$ cat src/rtl/stack_seq_pkg.sv
// Shared encodings for the stack sequencer and the memory stage that consumes
// its controls: request opcodes, sequencer states, write-source and
// address-select codes.
package stack_seq_pkg;

    // Request opcodes from the execute side; codes 5..7 are illegal.
    typedef enum logic [2:0] {
        OP_NONE = 3'd0,
        OP_CALL = 3'd1,
        OP_RET  = 3'd2,
        OP_INT  = 3'd3,
        OP_RTI  = 3'd4
    } op_e;

    // One state per memory cycle of a sequence.
    typedef enum logic [2:0] {
        ST_IDLE       = 3'd0,
        ST_PUSH_FLAGS = 3'd1,
        ST_PUSH_HI    = 3'd2,
        ST_PUSH_LO    = 3'd3,
        ST_POP_LO     = 3'd4,
        ST_POP_HI     = 3'd5,
        ST_POP_FLAGS  = 3'd6
    } state_e;

    // Memory write-data source select.
    localparam logic [1:0] WSRC_FLAGS = 2'b00;
    localparam logic [1:0] WSRC_PC_HI = 2'b01;
    localparam logic [1:0] WSRC_PC_LO = 2'b10;
    localparam logic [1:0] WSRC_REG   = 2'b11;

    // Memory address select.
    localparam logic [1:0] ADDR_STD = 2'b00;
    localparam logic [1:0] ADDR_LDD = 2'b01;
    localparam logic [1:0] ADDR_SP  = 2'b10;

    // True for the four opcodes that launch a sequence.
    function automatic logic op_is_sequence(input logic [2:0] code);
        return (code == OP_CALL) || (code == OP_RET) ||
               (code == OP_INT)  || (code == OP_RTI);
    endfunction

endpackage

$ cat src/rtl/stack_sequencer.sv
// Multi-cycle CALL/RET/INT/RTI sequencer in front of the memory stage.
// Emits per-cycle push/pop and select controls, stalls upstream while busy
// and injects latched external interrupts as INT sequences when idle.
module stack_sequencer
    import stack_seq_pkg::*;
(
    input  logic       clk,
    input  logic       reset,
    input  logic       start,
    input  logic [2:0] op,
    input  logic       irq,
    output logic       memory_read,
    output logic       memory_write,
    output logic       memory_push,
    output logic       memory_pop,
    output logic [1:0] memory_write_src_select,
    output logic [1:0] memory_address_select,
    output logic       pc_choose_memory,
    output logic       interrupt,
    output logic       flags_restore,
    output logic       stall,
    output logic       done
);

    state_e state_q, state_d;
    logic   irq_pending_q, irq_pending_d;
    logic   seq_is_int_q, seq_is_int_d;
    logic   seq_is_rti_q, seq_is_rti_d;

    logic   idle;
    logic   accept_start;
    logic   accept_irq;

    // A request is only taken in IDLE; an explicit start outranks a pending irq.
    // Reset gates acceptance so every output, stall included, is 0 during reset.
    assign idle         = (state_q == ST_IDLE);
    assign accept_start = idle && !reset && start && op_is_sequence(op);
    assign accept_irq   = idle && !reset && !accept_start && irq_pending_q;

    // Next-state logic: sequence walk, interrupt latching and sequence-type capture.
    always_comb begin
        state_d      = state_q;
        seq_is_int_d = seq_is_int_q;
        seq_is_rti_d = seq_is_rti_q;
        // irq is latched on any cycle; accepting an INT clears it below, so an
        // irq coinciding with start+INT is served by that same INT.
        irq_pending_d = irq_pending_q | irq;
        case (state_q)
            ST_IDLE: begin
                if (accept_start) begin
                    seq_is_int_d = (op == OP_INT);
                    seq_is_rti_d = (op == OP_RTI);
                    case (op)
                        OP_CALL: state_d = ST_PUSH_HI;
                        OP_INT: begin
                            state_d       = ST_PUSH_FLAGS;
                            irq_pending_d = 1'b0;
                        end
                        default: state_d = ST_POP_LO;
                    endcase
                end else if (accept_irq) begin
                    state_d       = ST_PUSH_FLAGS;
                    seq_is_int_d  = 1'b1;
                    seq_is_rti_d  = 1'b0;
                    irq_pending_d = 1'b0;
                end
            end
            ST_PUSH_FLAGS: state_d = ST_PUSH_HI;
            ST_PUSH_HI:    state_d = ST_PUSH_LO;
            ST_PUSH_LO:    state_d = ST_IDLE;
            ST_POP_LO:     state_d = ST_POP_HI;
            ST_POP_HI:     state_d = seq_is_rti_q ? ST_POP_FLAGS : ST_IDLE;
            ST_POP_FLAGS:  state_d = ST_IDLE;
            default:       state_d = ST_IDLE;
        endcase
    end

    // State and bookkeeping registers, cleared asynchronously.
    always_ff @(posedge clk or posedge reset) begin
        if (reset) begin
            state_q       <= ST_IDLE;
            irq_pending_q <= 1'b0;
            seq_is_int_q  <= 1'b0;
            seq_is_rti_q  <= 1'b0;
        end else begin
            state_q       <= state_d;
            irq_pending_q <= irq_pending_d;
            seq_is_int_q  <= seq_is_int_d;
            seq_is_rti_q  <= seq_is_rti_d;
        end
    end

    // Output decode: Moore controls from the state register; stall also covers the accept cycle.
    always_comb begin
        memory_read             = 1'b0;
        memory_write            = 1'b0;
        memory_push             = 1'b0;
        memory_pop              = 1'b0;
        memory_write_src_select = WSRC_FLAGS;
        memory_address_select   = ADDR_STD;
        pc_choose_memory        = 1'b0;
        interrupt               = 1'b0;
        flags_restore           = 1'b0;
        done                    = 1'b0;
        stall                   = !idle || accept_start || accept_irq;
        case (state_q)
            ST_PUSH_FLAGS: begin
                memory_write            = 1'b1;
                memory_push             = 1'b1;
                memory_write_src_select = WSRC_FLAGS;
                memory_address_select   = ADDR_SP;
            end
            ST_PUSH_HI: begin
                memory_write            = 1'b1;
                memory_push             = 1'b1;
                memory_write_src_select = WSRC_PC_HI;
                memory_address_select   = ADDR_SP;
            end
            ST_PUSH_LO: begin
                memory_write            = 1'b1;
                memory_push             = 1'b1;
                memory_write_src_select = WSRC_PC_LO;
                memory_address_select   = ADDR_SP;
                interrupt               = seq_is_int_q;
                done                    = 1'b1;
            end
            ST_POP_LO: begin
                memory_read           = 1'b1;
                memory_pop            = 1'b1;
                memory_address_select = ADDR_SP;
            end
            ST_POP_HI: begin
                // The memory stage holds the full {upper, lower} PC word here.
                memory_read           = 1'b1;
                memory_pop            = 1'b1;
                memory_address_select = ADDR_SP;
                pc_choose_memory      = 1'b1;
                done                  = !seq_is_rti_q;
            end
            ST_POP_FLAGS: begin
                memory_read           = 1'b1;
                memory_pop            = 1'b1;
                memory_address_select = ADDR_SP;
                flags_restore         = 1'b1;
                done                  = 1'b1;
            end
            default: ;
        endcase
    end

endmodule

$ cat config.mk
export PLATFORM = sky130hd
export DESIGN_NAME = stack_sequencer
export DESIGN_NICKNAME = d
export VERILOG_FILES = /design/src/rtl/stack_seq_pkg.sv /design/src/rtl/stack_sequencer.sv
export SDC_FILE = /design/constraint.sdc
export NUM_CORES = 1
export LEC_CHECK = 0
export CAP_MARGIN = 20
export CORE_UTILIZATION = 30
export CTS_CLUSTER_SIZE = 16
export DETAILED_ROUTE_END_ITERATION = 8
export GPL_TIMING_DRIVEN = 1
export MAX_ROUTING_LAYER = met4
export PLACE_DENSITY = 0.68
export SLEW_MARGIN = 15
export SYNTH_ARGS = -nofsm -noshare
export SYNTH_HDL_FRONTEND = slang
export SYNTH_SLANG_ARGS = --single-unit
$ cat constraint.sdc
create_clock -name clk -period 2.15 [get_ports clk]
set_clock_uncertainty 0.1 [all_clocks]
set_input_delay 0.43 -clock clk [delete_from_list [all_inputs] [get_ports clk]]
set_output_delay 0.43 -clock clk [all_outputs]
set_load 0.01 [all_outputs]
* After elaboration in Yosys (flattened, before gate mapping)
Cells that the tools add are included.
** Storage, ports and cells
- Output and inout bits :: 13
- Flip-flop bits (word level) :: 6
- Bits of input ports :: 7
- Word-level logic and storage cells :: 58
** Cells by class
- Eq/ne operators :: 11
- Bitwise gates (word level) :: 1
- Reductions and logical operators :: 21
- Multiplexer cells :: 21
** Operator list (count)
- case mux 3 bit (5 select lines) :: 1
- 2-to-1 mux 1 bit :: 13
- equality test 3 x 2 -> 1 bit (second input constant) :: 4
- equality test 3 bit (second input constant) :: 4
- 2-to-1 mux 3 bit :: 3
- equality test 3 x 1 -> 1 bit (second input constant) :: 2
- case mux 3 bit (2 select lines) :: 1
- OR reduction 3 bit :: 2
- OR reduction 6 bit :: 1
- logical AND 1 bit :: 5
- logical OR 1 bit :: 5
- logical NOT 1 bit :: 4
- case mux 2 bit (2 select lines) :: 1
- logical NOT 3 bit :: 1
- != test 3 x 1 -> 1 bit (second input constant) :: 1
- 2-to-1 mux 2 bit :: 1
- case mux 1 bit (2 select lines) :: 1
- AND reduction 2 bit :: 1
- nonzero test 2 bit :: 1
- OR reduction 2 bit :: 1
- OR 1 bit :: 1

* Logic depth before layout (Yosys ltp)
Gate-level depths: netlist (run 1).
- Depth in word-level cells :: 11
- Gate-level depth with buffers :: 4
- Gate-level depth less buffers :: 4

* Worst setup path before layout (run 1)
OpenSTA, ideal clock, no wires.
- Path kind :: input port to output port
- Start point :: input op[1]
- End point :: output stall
- Data required time :: 1.620 ns
- Slack :: 0.425 ns
- Arrival :: 1.195 ns
- Cell stages on the path :: 4
- Cell sequence :: or3_1 a31o_1 nand2_1 nand2_1
** Between the ends
- Longest elaborated chain between the ends :: 9
- Elaborated cells between the ends (all ways) :: 13
- Those cells by class :: eq/ne (4); reduce/logical (9)
** Ends and longest elaborated chain
- start, declared :: RTL line stack_sequencer.sv:10 : input logic [2:0] op,
- equality test 3 x 1 -> 1 bit or equality test 3 x 2 -> 1 bit (tied branches) :: RTL line stack_seq_pkg.sv:39 : return (code == OP_CALL) || (code == OP_RET) ||
- logical OR 1 bit (2 in series) :: RTL line stack_seq_pkg.sv:39
- logical OR 1 bit (*) :: RTL line stack_seq_pkg.sv:40 : (code == OP_INT) || (code == OP_RTI);
- logical AND 1 bit (*) :: RTL line stack_sequencer.sv:37 : assign accept_start = idle && !reset && start && op_is_sequence(op);
- logical NOT 1 bit :: RTL line stack_sequencer.sv:38 : assign accept_irq = idle && !reset && !accept_start && irq_pending_q;
- logical AND 1 bit (2 in series) :: RTL line stack_sequencer.sv:38
- logical OR 1 bit (*) :: RTL line stack_sequencer.sv:105 : stall = !idle || accept_start || accept_irq;
- end, declared :: RTL line stack_sequencer.sv:21 : output logic stall,
Mark *: on every way between the ends. The rest lies on a longest branch, timed or not.

* Final worst setup path (run 1)
- Start point :: register state_q[1]
- End point :: output memory_push
** Between the ends
- Longest elaborated chain between the ends :: 3
- Elaborated cells between the ends (all ways) :: 5
- Those cells by class :: eq/ne (3); mux (1); reduce/logical (1)
** Ends and longest elaborated chain
- start, declared :: RTL line stack_sequencer.sv:25 : state_e state_q, state_d;
- start signal, assigned :: RTL line stack_sequencer.sv:86 : state_q <= state_d;
- equality test 3 x 2 -> 1 bit or equality test 3 x 1 -> 1 bit (tied branches) :: RTL line stack_sequencer.sv:106 : case (state_q)
- OR reduction 3 bit (no line) (*)
- 2-to-1 mux 1 bit (*) :: RTL line stack_sequencer.sv:106
- end, declared :: RTL line stack_sequencer.sv:14 : output logic memory_push,
Marks and branches as above.

==> results of run 1 <==
-- worst max path at each step --
stage | end | slack, ns | cells past startpoint
2_1_floorplan | stall | 0.42 | 4
3_3_place_gp | stall | -0.42 | 6
3_5_place_dp | stall | -0.45 | 6
4_1_cts | memory_write_src_select[0] | 0.003 | 3
5_1_grt | memory_write_src_select[1] | 0.01 | 3
6_report | memory_push | 0.08 | 4
-- what timing repair did --
action,in CTS,in global routing
gates resized for setup,11,4
pin swaps,2,0
buffers inserted,0,1
gates cloned,0,0
endpoints found under the setup margin,7,5
-- metrics by stage --
stage / utilization / hold WS, ns
6_report: 0.528 / 0.372
5_1_grt: 0.528 / 0.384
4_1_cts: 0.518 / 0.374
3_5_place_dp: 0.507 / 0.364
3_3_place_gp: 0.507 / 0.359
2_1_floorplan: - / 0.121
-- power groups by stage --
stage                     clock, mW  combinational [mW]  sequential [mW]
after floorplan                   0               0.284            0.190
after global placement            0               0.493            0.217
after detailed placement          0               0.501            0.218
after CTS                     0.105               0.482            0.219
after global routing          0.114               0.551            0.212
final                         0.107               0.498            0.207
-- final cells by class --
cell class,instances,area (µm²)
Fill cell,133,644
Multi-Input combinational cell,42,275
Timing Repair Buffer,28,249
Sequential cell,6,153
Clock buffer,3,22.5
Tap cell,15,18.8
Inverter,1,3.75
-- flip-flops by register name (all words and copies together), names as in the netlist --
| name | count |
|---|---|
| state_q | 3 |
| irq_pending_q | 1 |
| seq_is_int_q | 1 |
| seq_is_rti_q | 1 |
-- worst register-to-register path, cell delays in order (launching register included) --
cell and delay (ns):
dfrtp_2 0.43, buf_2 0.17, nor4_4 0.26, buf_4 0.17
nand2_1 0.07, nor4b_1 0.31, a21o_1 0.12
-- cell usage after synthesis --
cell type  number
xor2_1          1
mux2i_1         1
and2_1          3
nor2_1          5
nor3_1          1
and3b_1         1
clkbuf_1        3
xnor2_1         1
a21bo_1         1
nor4b_1         1
nand3b_1        1
nand3_2         1
nand2_1         7
o21ai_0         3
a21oi_1         2
dfrtp_1         6
or3_1           1
a221oi_1        1
nand2b_1        1
conb_1          1
nor4_4          1
o21a_1          1
nand4_1         1
o31ai_1         1
inv_1           1
nor3b_1         1
buf_4           3
a31o_1          1
a21o_1          2
o211ai_1        1
-- layer usage --
metal | vias up | track usage | share of wire | routed length, µm
li1 | 244 | - | - | -
met1 | 217 | 0.176 | 0.46 | 498
met4 | 0 | 0.0484 | 0.0074 | 8
met3 | 2 | 0.0652 | 0.046 | 50
met2 | 14 | 0.234 | 0.49 | 525
met5 | - | - | 0 | 0
-- kinds of logic after synthesis --
group	Yosys count	synth area share
multiplexers	1	0.0217
other	1	0.00814
XOR/XNOR	2	0.0381
AO/OA/AOI/OAI	13	0.196
buffers and inverters	7	0.0815
flip-flops	6	0.326
AND/OR/NAND/NOR	25	0.329
==> metrics.yaml, run 1 <==
worst_setup_path:
  path_class: "reg2out"
  critPathBufInv: 2
  end_kind: "output port"
  crit_arrival_ns: 1.54
  cpPeakStageDelay_ns: 0.55
  required_ns: 1.62
  cpLargestDelayFamily: "buffers and inverters"
  r2r_slack_ns: 0.45
  r2r_cells: 6
  slowest_stage: "clkdlybuf4s50_1"
  worstPathCellList: "buf_4, nor2_1, nor2_1, clkdlybuf4s50_1"
  rr_endpoint: "seq_is_rti_q"
  path_max_fanout: 9
  crit_path_frequent_cell: "nor2_1"
  reg2reg_from: "state_q[0]"
  start_kind: "flop"
  crit_path_start: "state_q[1]"
cells_and_area:
  fin_nets: 89
  design_area_um2: 722
  antenna_cells: 0
  areaGrowthSynthToFinish_pct: 56.8
  final_cells: 95
  drive_gt1_frac: 0.238
  mostFrequentLayoutCells: "9 x clkdlybuf4s50_1, 9 x buf_4, 7 x nand2_1"
timing:
  fin_ws_ns: 0.0763
  finalSetupViolations: 0
  rsz0062_at_grt: "false"
  finalSetupTns_ns: 0
  hold_violations: 0
  fmax_mhz: 482
  final_max_slew_viol_count: 0
  finalCriticalPeriod_ns: 2.07
  finalCritPeriodShare: 0.964
clock_network:
  cts_tree: "done"
  cts.sink_count: 6
  clk_pin_slew_worst_paths_ns: 0.05
  clkLatencyLatePin_ns: 0.25
  cts_root_buf: "clkbuf_4"
  cts_buffer_depth: 2
  cts_hold_buf: 0
  cts_made_buffers: 3
  htree_levels: 1
pwr:
  p_leak_nw: 0.370
  comb_power_share: 0.613
  switching_share: 0.390
  p_sw_mw: 0.317
  seqPwrFrac: 0.255
  p_per_area_mw_per_mm2: 1130
  p_int_mw: 0.496
  total_power_mw: 0.812
  vdd_drop_max_v: 0.000399
  power_frac_clock: 0.132
detailed_routing:
  dr_total_vias: 477
  dr.pass1.iters: 3
  postRouteAntennaNets: 0
  first_iter_violations: 7
  drc_errors: 0
  avgRoutedWirePerCell_um: 11.4
  viasPerCell: 5.02
  totalWireLength_mm: 1.08
global_route:
  grt_pass1_vias: 388
  grt-ovfl-total: 0
  antenna_found_initial: 0
  grt_use_total: 0.152
  grt_pass1_wl_mm: 1.58
  grt_max_degree: 14
worst_hold_path:
  hold_depth: 1
  min_to: "seq_is_int_q"
  hold_start: "seq_is_int_q"
  holdCritPathClass: "reg2reg"
die:
  core_mm2: 0.00137
  initial_core_util: 0.337
  die-area_mm2: 0.00170
  rows: 13
  die_y_um: 41.2
  die_w_um: 41.2
  num_io_pins: 20
synth:
  synth_top_area_frac: 0.326
  synth_area_leaders: "dfrtp_1 33%, nand2_1 5.7%, buf_4 4.9%, nor4_4 4.6%, and2_1 4.1%"
  yosysUniqueCellTypes: 30
  synth_cells: 55
  ys_seq_elements: 6
  yosysWarnings: 0
  yosysSeqAreaShare: 0.326
  synthesis.area_um2: 460
  yosysTopAreaCell: "dfrtp_1"
  synth_area_per_cell_um2: 8.37
  synthesis.nets: 62
status:
  status: "complete, no violations"
place:
  placed_cell_area_um2: 693
  dp.cells: 91
  io_buffers: 18
  pre_cts_ws_ns: -0.446
  gp_congestion: 0.815
  hpwl_um: 782
run:
  drv_cap: 0
Power figures use the tool's default switching activity.
==> inputs of run 2 (changes only) <==
Settings changed: REMOVE_ABC_BUFFERS set to 1, TNS_END_PERCENT set to 100.
==> run 2 against run 1 <==
  * Non-clock buffer count up 6
  * First-iteration DRC count is 71% lower
  * Critical path depth fell by 1
  * Combinational power up 7.6%
  * Cell count increased by 6.3%
  * Total power is 4.8% higher
  * Sequential share of layout area decreased by 1.7 points
  * Flip-flop and latch count stayed put
  * Count of clock-buffer cells in the layout stayed put
==> metrics.yaml, run 2 (same netlist as run 1, synthesis figures left out) <==
timing:
  finalSetupViolations: 0
  finalCriticalPeriod_ns: 2.06
  holdWs_ns: 0.372
  fmax_mhz: 485
  hold_violations: 0
  fin_ws_ns: 0.0901
  finalCritPeriodShare: 0.958
  rsz0062_at_grt: "false"
  final_max_slew_viol_count: 0
clock_network:
  cts_buffer_depth: 2
  clk_pin_slew_worst_paths_ns: 0.04
  cts_made_buffers: 3
  htree_levels: 1
  clkLatencyLatePin_ns: 0.24
  cts_root_buf: "clkbuf_4"
  cts_tree: "done"
  cts.sink_count: 6
die:
  num_io_pins: 20
  initial_core_util: 0.337
  die_y_um: 41.2
  core_mm2: 0.00137
  die_w_um: 41.2
  rows: 13
  die-area_mm2: 0.00170
worst_setup_path:
  required_ns: 1.62
  end_kind: "output port"
  crit_arrival_ns: 1.53
  path_class: "reg2out"
  path_max_fanout: 7
  start_kind: "flop"
detailed_routing:
  postRouteAntennaNets: 0
  avgRoutedWirePerCell_um: 11.2
  drc_errors: 0
  totalWireLength_mm: 1.13
  viasPerCell: 5.07
  dr.pass1.iters: 4
  first_iter_violations: 2
  dr_total_vias: 512
global_route:
  grt_max_degree: 9
  antenna_found_initial: 0
  grt_pass1_vias: 451
  grt_use_total: 0.172
  grt-ovfl-total: 0
  grt_pass1_wl_mm: 1.84
cells_and_area:
  areaGrowthSynthToFinish_pct: 71.7
  antenna_cells: 0
  largest_register_ffs: 3
  largest-register: "state_q"
  final_cells: 101
  fin_nets: 95
  drive_gt1_frac: 0.314
  post-route-util: 0.579
  final_common_cell: "buf_4"
  mostFrequentLayoutCells: "16 x buf_4, 9 x clkdlybuf4s50_1, 7 x nand2_1, 7 x dlymetal6s2s_1, 4 x nor2_1"
place:
  pre_cts_ws_ns: -0.439
  dp.cells: 92
  gp_congestion: 0.735
  io_buffers: 18
  hpwl_um: 802
pwr:
  p_per_area_mw_per_mm2: 1080
  p_leak_nw: 0.430
  vdd_drop_max_v: 0.000434
worst_hold_path:
  holdCritPathClass: "reg2reg"
run:
  drv_cap: 0
status:
  status: "complete, no violations"
## run 2: final timing paths
kind	from	end	cells after the start	slack, ns
worst max-delay path	state_q[2]	memory_push	3	0.09
worst min-delay path	seq_is_int_q	seq_is_int_q	1	0.37
worst max register to register	state_q[1]	seq_is_rti_q	6	0.49
worst min register to register	seq_is_int_q	seq_is_int_q	1	0.37
max in group asynchronous	reset	state_q[2]	2	1.36
min in group asynchronous	reset	state_q[1]	2	0.39
## run 2: repair_timing
item / 4_1_cts / 5_1_grt
hold buffers: 0 / 0
endpoints found under the setup margin: 9 / 5
gates resized for setup: 9 / 8
buffers inserted: 6 / 0
endpoints found under the hold margin: 0 / 0
pin swaps: 1 / 2
gates cloned: 0 / 0
## run 2: layout make-up
| class | instances | area (µm²) |
|---|---|---|
| fill | 130 | 576 |
| clock buffer | 3 | 22.5 |
| multi-input combinational | 42 | 280 |
| sequential | 6 | 154 |
| tap | 15 | 18.8 |
| timing repair buffer | 34 | 312 |
| inverter | 1 | 3.75 |
## run 2: metrics by stage
| stage | TNS, ns | power [mW] | cell area, µm² |
|---|---|---|---|
| finish | 0 | 0.851 | 791 |
| global route | 0 | 0.929 | 791 |
| CTS | -0.0632 | 0.868 | 771 |
| detailed placement | -0.439 | 0.709 | 701 |
| global placement | -0.421 | 0.699 | 701 |
| floorplan | 0 | 0.444 | 427 |
## run 2: metal layers
metal | vias to the layer above | global-route usage | routed length, µm
li1 | 254 | - | -
met3 | 0 | 0.0652 | 70
met5 | - | - | 0
met2 | 20 | 0.305 | 611
met1 | 238 | 0.185 | 448
met4 | 0 | 0.0242 | 0
## run 2: worst max-delay path, stage by stage, from the launching register on
cell and delay, ns:
dfrtp_2 0.43, buf_4 0.17, nor2_1 0.13, clkdlybuf4s50_1 0.56
## run 2: report_power, final
part	switching, mW	leakage, nW	internal (mW)	total [mW]
sequential	0.0522	0.0691	0.161	0.214
combinational	0.226	0.348	0.310	0.536
clock	0.0385	0.0138	0.0630	0.101
